File: config.mk
export PLATFORM = sky130hd
export DESIGN_NAME = token_injector_flat
export DESIGN_NICKNAME = d
export VERILOG_FILES = /design/src/rtl/token_injector_if.sv /design/src/rtl/token_injector.sv /design/src/flat_wrapper.sv
export SDC_FILE = /design/constraint.sdc
export NUM_CORES = 1
export LEC_CHECK = 0
export BUFFER_PORTS_ARGS = -buffer_cell sky130_fd_sc_hd__buf_4
export CORE_MARGIN = 4
export CORE_UTILIZATION = 57
export DETAILED_ROUTE_END_ITERATION = 8
export PLACE_DENSITY = 0.74
export SYNTH_ARGS = -nofsm -noshare
export SYNTH_HDL_FRONTEND = slang
export SYNTH_SLANG_ARGS = --single-unit
File: constraint.sdc
create_clock -name CLK -period 3.1 [get_ports CLK]
set_input_delay 0.465 -clock CLK [delete_from_list [all_inputs] [get_ports CLK]]
set_output_delay 0.465 -clock CLK [all_outputs]
set_load 0.05 [all_outputs]
File: src/rtl/token_injector_if.sv
// Command and handshake bundle for token_injector: command push side,
// self-timed SENDOUT/ACKIN channel, and status.
interface token_injector_if;
  logic       CMD_VALID;
  logic       CMD_READY;
  logic       CMD_EXB;
  logic       CMD_CPY;
  logic       SENDOUT;
  logic       EXBOUT;
  logic       CPYOUT;
  logic       ACKIN;
  logic       CLR_ERR;
  logic       BUSY;
  logic       ERR;
  logic [7:0] SENT_CNT;

  modport slave (
    input  CMD_VALID, CMD_EXB, CMD_CPY, ACKIN, CLR_ERR,
    output CMD_READY, SENDOUT, EXBOUT, CPYOUT, BUSY, ERR, SENT_CNT
  );

  modport master (
    output CMD_VALID, CMD_EXB, CMD_CPY, ACKIN, CLR_ERR,
    input  CMD_READY, SENDOUT, EXBOUT, CPYOUT, BUSY, ERR, SENT_CNT
  );
endinterface

File: src/rtl/token_injector.sv
// Clocked-to-self-timed bridge: queues {EXB,CPY} commands and issues each one
// as a 4-phase return-to-zero token on SENDOUT/EXBOUT/CPYOUT against ACKIN.
module token_injector #(
  parameter int unsigned DEPTH       = 4,
  parameter int unsigned SYNC_STAGES = 2,
  parameter int unsigned TIMEOUT     = 255
) (
  input  logic           CLK,
  input  logic           RESETN,
  token_injector_if.slave bus
);

  localparam int unsigned AW = (DEPTH > 1) ? $clog2(DEPTH) : 1;
  localparam int unsigned CW = AW + 1;
  localparam int unsigned TW = $clog2(TIMEOUT + 1);

  typedef enum logic [1:0] {
    ST_IDLE = 2'd0,
    ST_LOAD = 2'd1,
    ST_REQ  = 2'd2,
    ST_RTZ  = 2'd3
  } state_e;

  typedef struct packed {
    logic exb;
    logic cpy;
  } cmd_t;

  state_e                 state_q, state_d;
  cmd_t                   mem_q [DEPTH];
  cmd_t                   head;
  logic [AW-1:0]          wr_q, wr_d;
  logic [AW-1:0]          rd_q, rd_d;
  logic [CW-1:0]          cnt_q, cnt_d;
  logic [SYNC_STAGES-1:0] sync_q;
  logic                   ack_s;
  logic [TW-1:0]          timer_q, timer_d;
  logic                   ready_q, ready_d;
  logic                   busy_q, busy_d;
  logic                   send_q, send_d;
  logic                   exb_q, exb_d;
  logic                   cpy_q, cpy_d;
  logic                   err_q, err_d;
  logic [7:0]             sent_q, sent_d;
  logic                   push;
  logic                   pop;
  logic                   in_phase;

  assign ack_s = sync_q[SYNC_STAGES-1];
  assign head  = mem_q[rd_q];

  // Command storage; entries are only meaningful while counted by cnt_q
  always_ff @(posedge CLK) begin
    if (push) begin
      mem_q[wr_q] <= cmd_t'{exb: bus.CMD_EXB, cpy: bus.CMD_CPY};
    end
  end

  // Next-state and output decode
  always_comb begin
    state_d  = state_q;
    wr_d     = wr_q;
    rd_d     = rd_q;
    exb_d    = exb_q;
    cpy_d    = cpy_q;
    timer_d  = timer_q;
    err_d    = err_q;
    sent_d   = sent_q;
    push     = bus.CMD_VALID && ready_q;
    pop      = 1'b0;
    in_phase = (state_q == ST_REQ) || (state_q == ST_RTZ);

    unique case (state_q)
      ST_IDLE: begin
        if ((cnt_q != '0) && !ack_s) begin
          pop     = 1'b1;
          state_d = ST_LOAD;
        end
      end
      ST_LOAD: state_d = ST_REQ;
      ST_REQ: begin
        if (ack_s) begin
          state_d = ST_RTZ;
        end
      end
      ST_RTZ: begin
        if (!ack_s) begin
          state_d = ST_IDLE;
          sent_d  = sent_q + 8'd1;
        end
      end
      default: state_d = ST_IDLE;
    endcase

    if (push) begin
      wr_d = wr_q + AW'(1);
    end
    if (pop) begin
      rd_d  = rd_q + AW'(1);
      exb_d = head.exb;
      cpy_d = head.cpy;
    end
    cnt_d = cnt_q + CW'(push) - CW'(pop);

    // Phase timer saturates at TIMEOUT; the FSM keeps waiting regardless
    if ((state_d != state_q) || !in_phase) begin
      timer_d = '0;
    end else if (timer_q != TW'(TIMEOUT)) begin
      timer_d = timer_q + TW'(1);
    end

    if (bus.CLR_ERR) begin
      err_d = 1'b0;
    end
    if ((timer_d == TW'(TIMEOUT)) && (timer_q != TW'(TIMEOUT))) begin
      err_d = 1'b1;
    end

    ready_d = (cnt_d < CW'(DEPTH));
    busy_d  = (state_d != ST_IDLE) || (cnt_d != '0);
    send_d  = (state_d == ST_REQ);
  end

  always_ff @(posedge CLK or negedge RESETN) begin
    if (!RESETN) begin
      state_q <= ST_IDLE;
      wr_q    <= '0;
      rd_q    <= '0;
      cnt_q   <= '0;
      sync_q  <= '0;
      timer_q <= '0;
      ready_q <= 1'b1;
      busy_q  <= 1'b0;
      send_q  <= 1'b0;
      exb_q   <= 1'b0;
      cpy_q   <= 1'b0;
      err_q   <= 1'b0;
      sent_q  <= 8'd0;
    end else begin
      state_q <= state_d;
      wr_q    <= wr_d;
      rd_q    <= rd_d;
      cnt_q   <= cnt_d;
      sync_q  <= {sync_q[SYNC_STAGES-2:0], bus.ACKIN};
      timer_q <= timer_d;
      ready_q <= ready_d;
      busy_q  <= busy_d;
      send_q  <= send_d;
      exb_q   <= exb_d;
      cpy_q   <= cpy_d;
      err_q   <= err_d;
      sent_q  <= sent_d;
    end
  end

  assign bus.CMD_READY = ready_q;
  assign bus.BUSY      = busy_q;
  assign bus.SENDOUT   = send_q;
  assign bus.EXBOUT    = exb_q;
  assign bus.CPYOUT    = cpy_q;
  assign bus.ERR       = err_q;
  assign bus.SENT_CNT  = sent_q;

endmodule
File: src/flat_wrapper.sv
// flat-port wrapper written by rule: the top's interface ports become plain ports
module token_injector_flat 
#(
  parameter int unsigned DEPTH       = 4,
  parameter int unsigned SYNC_STAGES = 2,
  parameter int unsigned TIMEOUT     = 255
)
  (CLK, RESETN, bus_CMD_VALID, bus_CMD_EXB, bus_CMD_CPY, bus_ACKIN, bus_CLR_ERR, bus_CMD_READY, bus_SENDOUT, bus_EXBOUT, bus_CPYOUT, bus_BUSY, bus_ERR, bus_SENT_CNT);
  token_injector_if bus_i ();
  input  logic CLK;
  input  logic RESETN;
  input wire logic [$bits(bus_i.CMD_VALID)-1:0] bus_CMD_VALID;
  input wire logic [$bits(bus_i.CMD_EXB)-1:0] bus_CMD_EXB;
  input wire logic [$bits(bus_i.CMD_CPY)-1:0] bus_CMD_CPY;
  input wire logic [$bits(bus_i.ACKIN)-1:0] bus_ACKIN;
  input wire logic [$bits(bus_i.CLR_ERR)-1:0] bus_CLR_ERR;
  output wire logic [$bits(bus_i.CMD_READY)-1:0] bus_CMD_READY;
  output wire logic [$bits(bus_i.SENDOUT)-1:0] bus_SENDOUT;
  output wire logic [$bits(bus_i.EXBOUT)-1:0] bus_EXBOUT;
  output wire logic [$bits(bus_i.CPYOUT)-1:0] bus_CPYOUT;
  output wire logic [$bits(bus_i.BUSY)-1:0] bus_BUSY;
  output wire logic [$bits(bus_i.ERR)-1:0] bus_ERR;
  output wire logic [$bits(bus_i.SENT_CNT)-1:0] bus_SENT_CNT;
  assign bus_i.CMD_VALID = bus_CMD_VALID;
  assign bus_i.CMD_EXB = bus_CMD_EXB;
  assign bus_i.CMD_CPY = bus_CMD_CPY;
  assign bus_i.ACKIN = bus_ACKIN;
  assign bus_i.CLR_ERR = bus_CLR_ERR;
  assign bus_CMD_READY = bus_i.CMD_READY;
  assign bus_SENDOUT = bus_i.SENDOUT;
  assign bus_EXBOUT = bus_i.EXBOUT;
  assign bus_CPYOUT = bus_i.CPYOUT;
  assign bus_BUSY = bus_i.BUSY;
  assign bus_ERR = bus_i.ERR;
  assign bus_SENT_CNT = bus_i.SENT_CNT;
  token_injector #(.DEPTH(DEPTH), .SYNC_STAGES(SYNC_STAGES), .TIMEOUT(TIMEOUT)) u_core (.CLK(CLK), .RESETN(RESETN), .bus(bus_i));
endmodule
==> metrics.md <==
| Metric | Value |
|---|---|
| Outcome | completed |
| First-pass GRT wire length | 5.89 mm |
| Worst-path clk slew | 0.12 ns |
| Nets | around 200 |
| Post-cts resize count | 0 |
| Area grow syn2layout | 11.6% |
| Remaining antenna violation count after routing | 0 |
| Vias in the first global route | roughly 1300 |
| Initial drt markers | 154 |
| Compound-Gate Fraction of Synth Area | under 10% |
| Main combinational cell family by area after synthesis | simple AND/OR/NAND/NOR gates |
| WL/cell | between 10 and 15 um |
| Synth Net Count | 180 |
| CP Cell Sequence | nor4_4 > ha_1 > inv_1 > ha_1 > fa_1 > xnor2_1 > xnor2_1 > nand4b_1 |
| Post-synthesis xor/xnor area fraction | approximately 6.3% |
| Final wirelength | about 3.3 mm |
| Yosys warnings | 0 |
| Kind of critical path | flip-flop to flip-flop |
| Seq/Total Area, Yosys | a little under three fifths |
| H-tree Lvls | 2 |
| Mapped Area | roughly 1900 sq um |
| Setup TNS | 0 ns |
| Max-cap violations | 0 |
| Gr usage total | 18.1% |
| Post-synth top area share | 41.4% |
| Most numerous cell in the Yosys netlist | dfrtp_1 |
| Ys flop type | dfrtp_1 |
| Crit path arrival time | between 2 and 3 ns |
| Achievable Freq | approximately 400 MHz |
| CTS tree | yes |
| Hold Vio Cnt, Final | 0 |
| Worst hold path class | primary input to async pin |
| Starting density of the core | 61.3% |
| Critical path's largest stage delay | 0.52 ns |
| Reg2reg start | u_core.state_q[0]$_DFF_PN0_ |
| Power Total | 1860 uW |
| Vias after detailed routing | 1293 |
| Tmin final | 2.49 ns |
| Fin Hold WS | 0.0225 ns |
| Slowest stage cell, crit path | nor4_4 |
| Worst setup EP type | flip-flop |
| Mux contribution to synthesized area | 4.08% |
| Max-slew headroom | 68.1% |
| Synth cell count leaders | 32 x dfrtp_1, 14 x nor2_1, 11 x inv_1, 11 x xnor2_1, 10 x nand2_1 |
| Chip height | 66.3 um |
| Synth area leaders | dfrtp_1 41%, edfxtp_1 12%, ha_1 5.2% |
| Longest Clk Path Bufs | 2 |
| Worst setup path start | u_core.state_q[0]$_DFF_PN0_ |
| Post-Place Cell Area | 2100 sq um |
| Synth Area per Inst | 11.8 sq um |
| Die ar. | 4390 sq um |
| Post-Place Cells | around 220 |
| Power per cell area | 862 nW/um^2 |
| Ant diodes | 0 |
| Die width | between 60 and 70 um |
| Post-CTS setup buffers | 0 |
| Latest clock arrival within the worst-skew pair | roughly 0.35 ns |
| Area share of and/or/nand/nor cells after synthesis | 16.5% |
| Initial antenna violation count | 0 |
| Max Transition Viols Final | 0 |
| Hold buffer count at cts | 0 |
| Post-DP HPWL | 2.39 mm |
| Core area | roughly 3200 sq um |
| Layout Cells excl Fill | 230 |
| CTS Buf Count | 5 |
| Leakage power | 0.000961 uW |
| RSZ-0062 raised after global routing | false |
| Crit start category | flip-flop |
| I/O Buffers | 20 |
| Layout cells sized above 1 | 19.4% |
| Largest net degree at the start of global routing | 34 |
| Post-synth EDFFs | 8 |
| GPL Wtd Cong | just under 0.9 |
| CP delay by family, top | adder cells |
| TritonRoute pass-1 iters | 4 |
| Drt drc | 0 |
| Cell row count | 20 |
| Post-route clock period utilization | 80.4% |
| Worst Path Max Fanout | 6 |
| VDD IR max | 0.000611 V |
| Vias per cell | roughly 5.6 |
| # IOs | 21 |
| Post-Syn Instances | 164 |
| FF+latch count, synth | approximately 40 |
| Max Clock Skew | 0.00925 ns |
| Data required, critical path | 3.32 ns |
| Design area | 2160 sq um |
| Post-Synth Adder-Cell Area | 6.21% |
| # clock sinks | 41 |
| Synth area leader | dfrtp_1 |
| Worst slew pin tran | between 0.4 and 0.5 ns |
| Overflow after GRT | 0 |
| CTS root buf | clkbuf_4 |
| Synth cell types | 38 |
| CP bufs+invs | 1 |
| Post-synthesis async set-or-reset flop share | 80.5% |
| Final Setup Violations | 0 |
layout by cell type (no fill, tap or decap), types with 4 or more instances in the layout:
cell,netlist,routed
dfrtp_1,32,32
buf_4,0,20
nor2_1,14,14
inv_1,11,11
xnor2_1,11,11
nand2_1,10,10
nand3_1,9,9
ha_1,8,8
edfxtp_1,8,8
nor3_1,6,6
and3_1,6,6
clkbuf_4,0,5
o21ai_0,4,4
a21oi_1,4,4
sequential cells by signal (all words and copies together), names as in the netlist:
| name | count |
|---|---|
| u_core.bus.EXBOUT | 1 |
| u_core.bus.SENDOUT | 1 |
| u_core.bus.CMD_READY | 1 |
| u_core.bus.CPYOUT | 1 |
| u_core.wr_q | 2 |
| u_core.bus.SENT_CNT | 8 |
| u_core.cnt_q | 3 |
| u_core.bus.BUSY | 1 |
| u_core.state_q | 2 |
| u_core.mem_q | 8 |
| u_core.sync_q | 2 |
| u_core.bus.ERR | 1 |
| u_core.timer_q | 8 |
| u_core.rd_q | 2 |
metal layers:
layer	track usage [%]	wire (um)
met1	23.1	1470
met2	27.9	1580
met5	0	0
met3	4.42	125
met4	10.7	86
where the power goes:
group | internal (uW) | switching, uW
clock network | 85.5 | 172
logic | 283 | 468
registers | 706 | 144
total | 1070 | 785
final timing paths:
path                       cells past startpoint                        endpoint  slack [ns]
setup / recovery                               8       u_core.bus.BUSY$_DFF_PN0_        0.61
hold / removal                                 1     u_core.timer_q[4]$_DFF_PN0_        0.02
setup reg to reg                               8       u_core.bus.BUSY$_DFF_PN0_        0.61
hold reg to reg                                0      u_core.sync_q[1]$_DFF_PN0_        0.38
max in group asynchronous                      1  u_core.bus.CMD_READY$_DFF_PN1_        2.75
min in group CLK                               1      u_core.sync_q[0]$_DFF_PN0_        0.22
cells by family (layout without fill, tap and decap cells):
logic type | Yosys count | count (layout)
AND/OR/NAND/NOR | 58 | 58
flip-flops | 41 | 41
AO/OA/AOI/OAI | 20 | 20
buffers and inverters | 17 | 39
XOR/XNOR | 14 | 14
adder cells (fa/ha/maj) | 9 | 9
multiplexers | 5 | 5
area by class of cell:
| class | count | area (sq um) |
|---|---|---|
| Clock buffer | 5 | 37.5 |
| Clock inverter | 3 | 17.5 |
| Fill cell | 263 | 995 |
| Inverter | 11 | 41.3 |
| Multi-Input combinational cell | 106 | 790 |
| Sequential cell | 41 | 1070 |
| Tap cell | 44 | 55.1 |
| Timing Repair Buffer | 20 | 150 |
per-stage QoR:
stage	setup slack, ns	utilization, %
6_report	0.608	68.5
3_5_place_dp	0.610	66.7
4_1_cts	0.584	68.5
5_1_grt	0.408	68.5
3_3_place_gp	0.792	66.7
2_1_floorplan	0.885	-
Power figures use the tool's default switching activity.
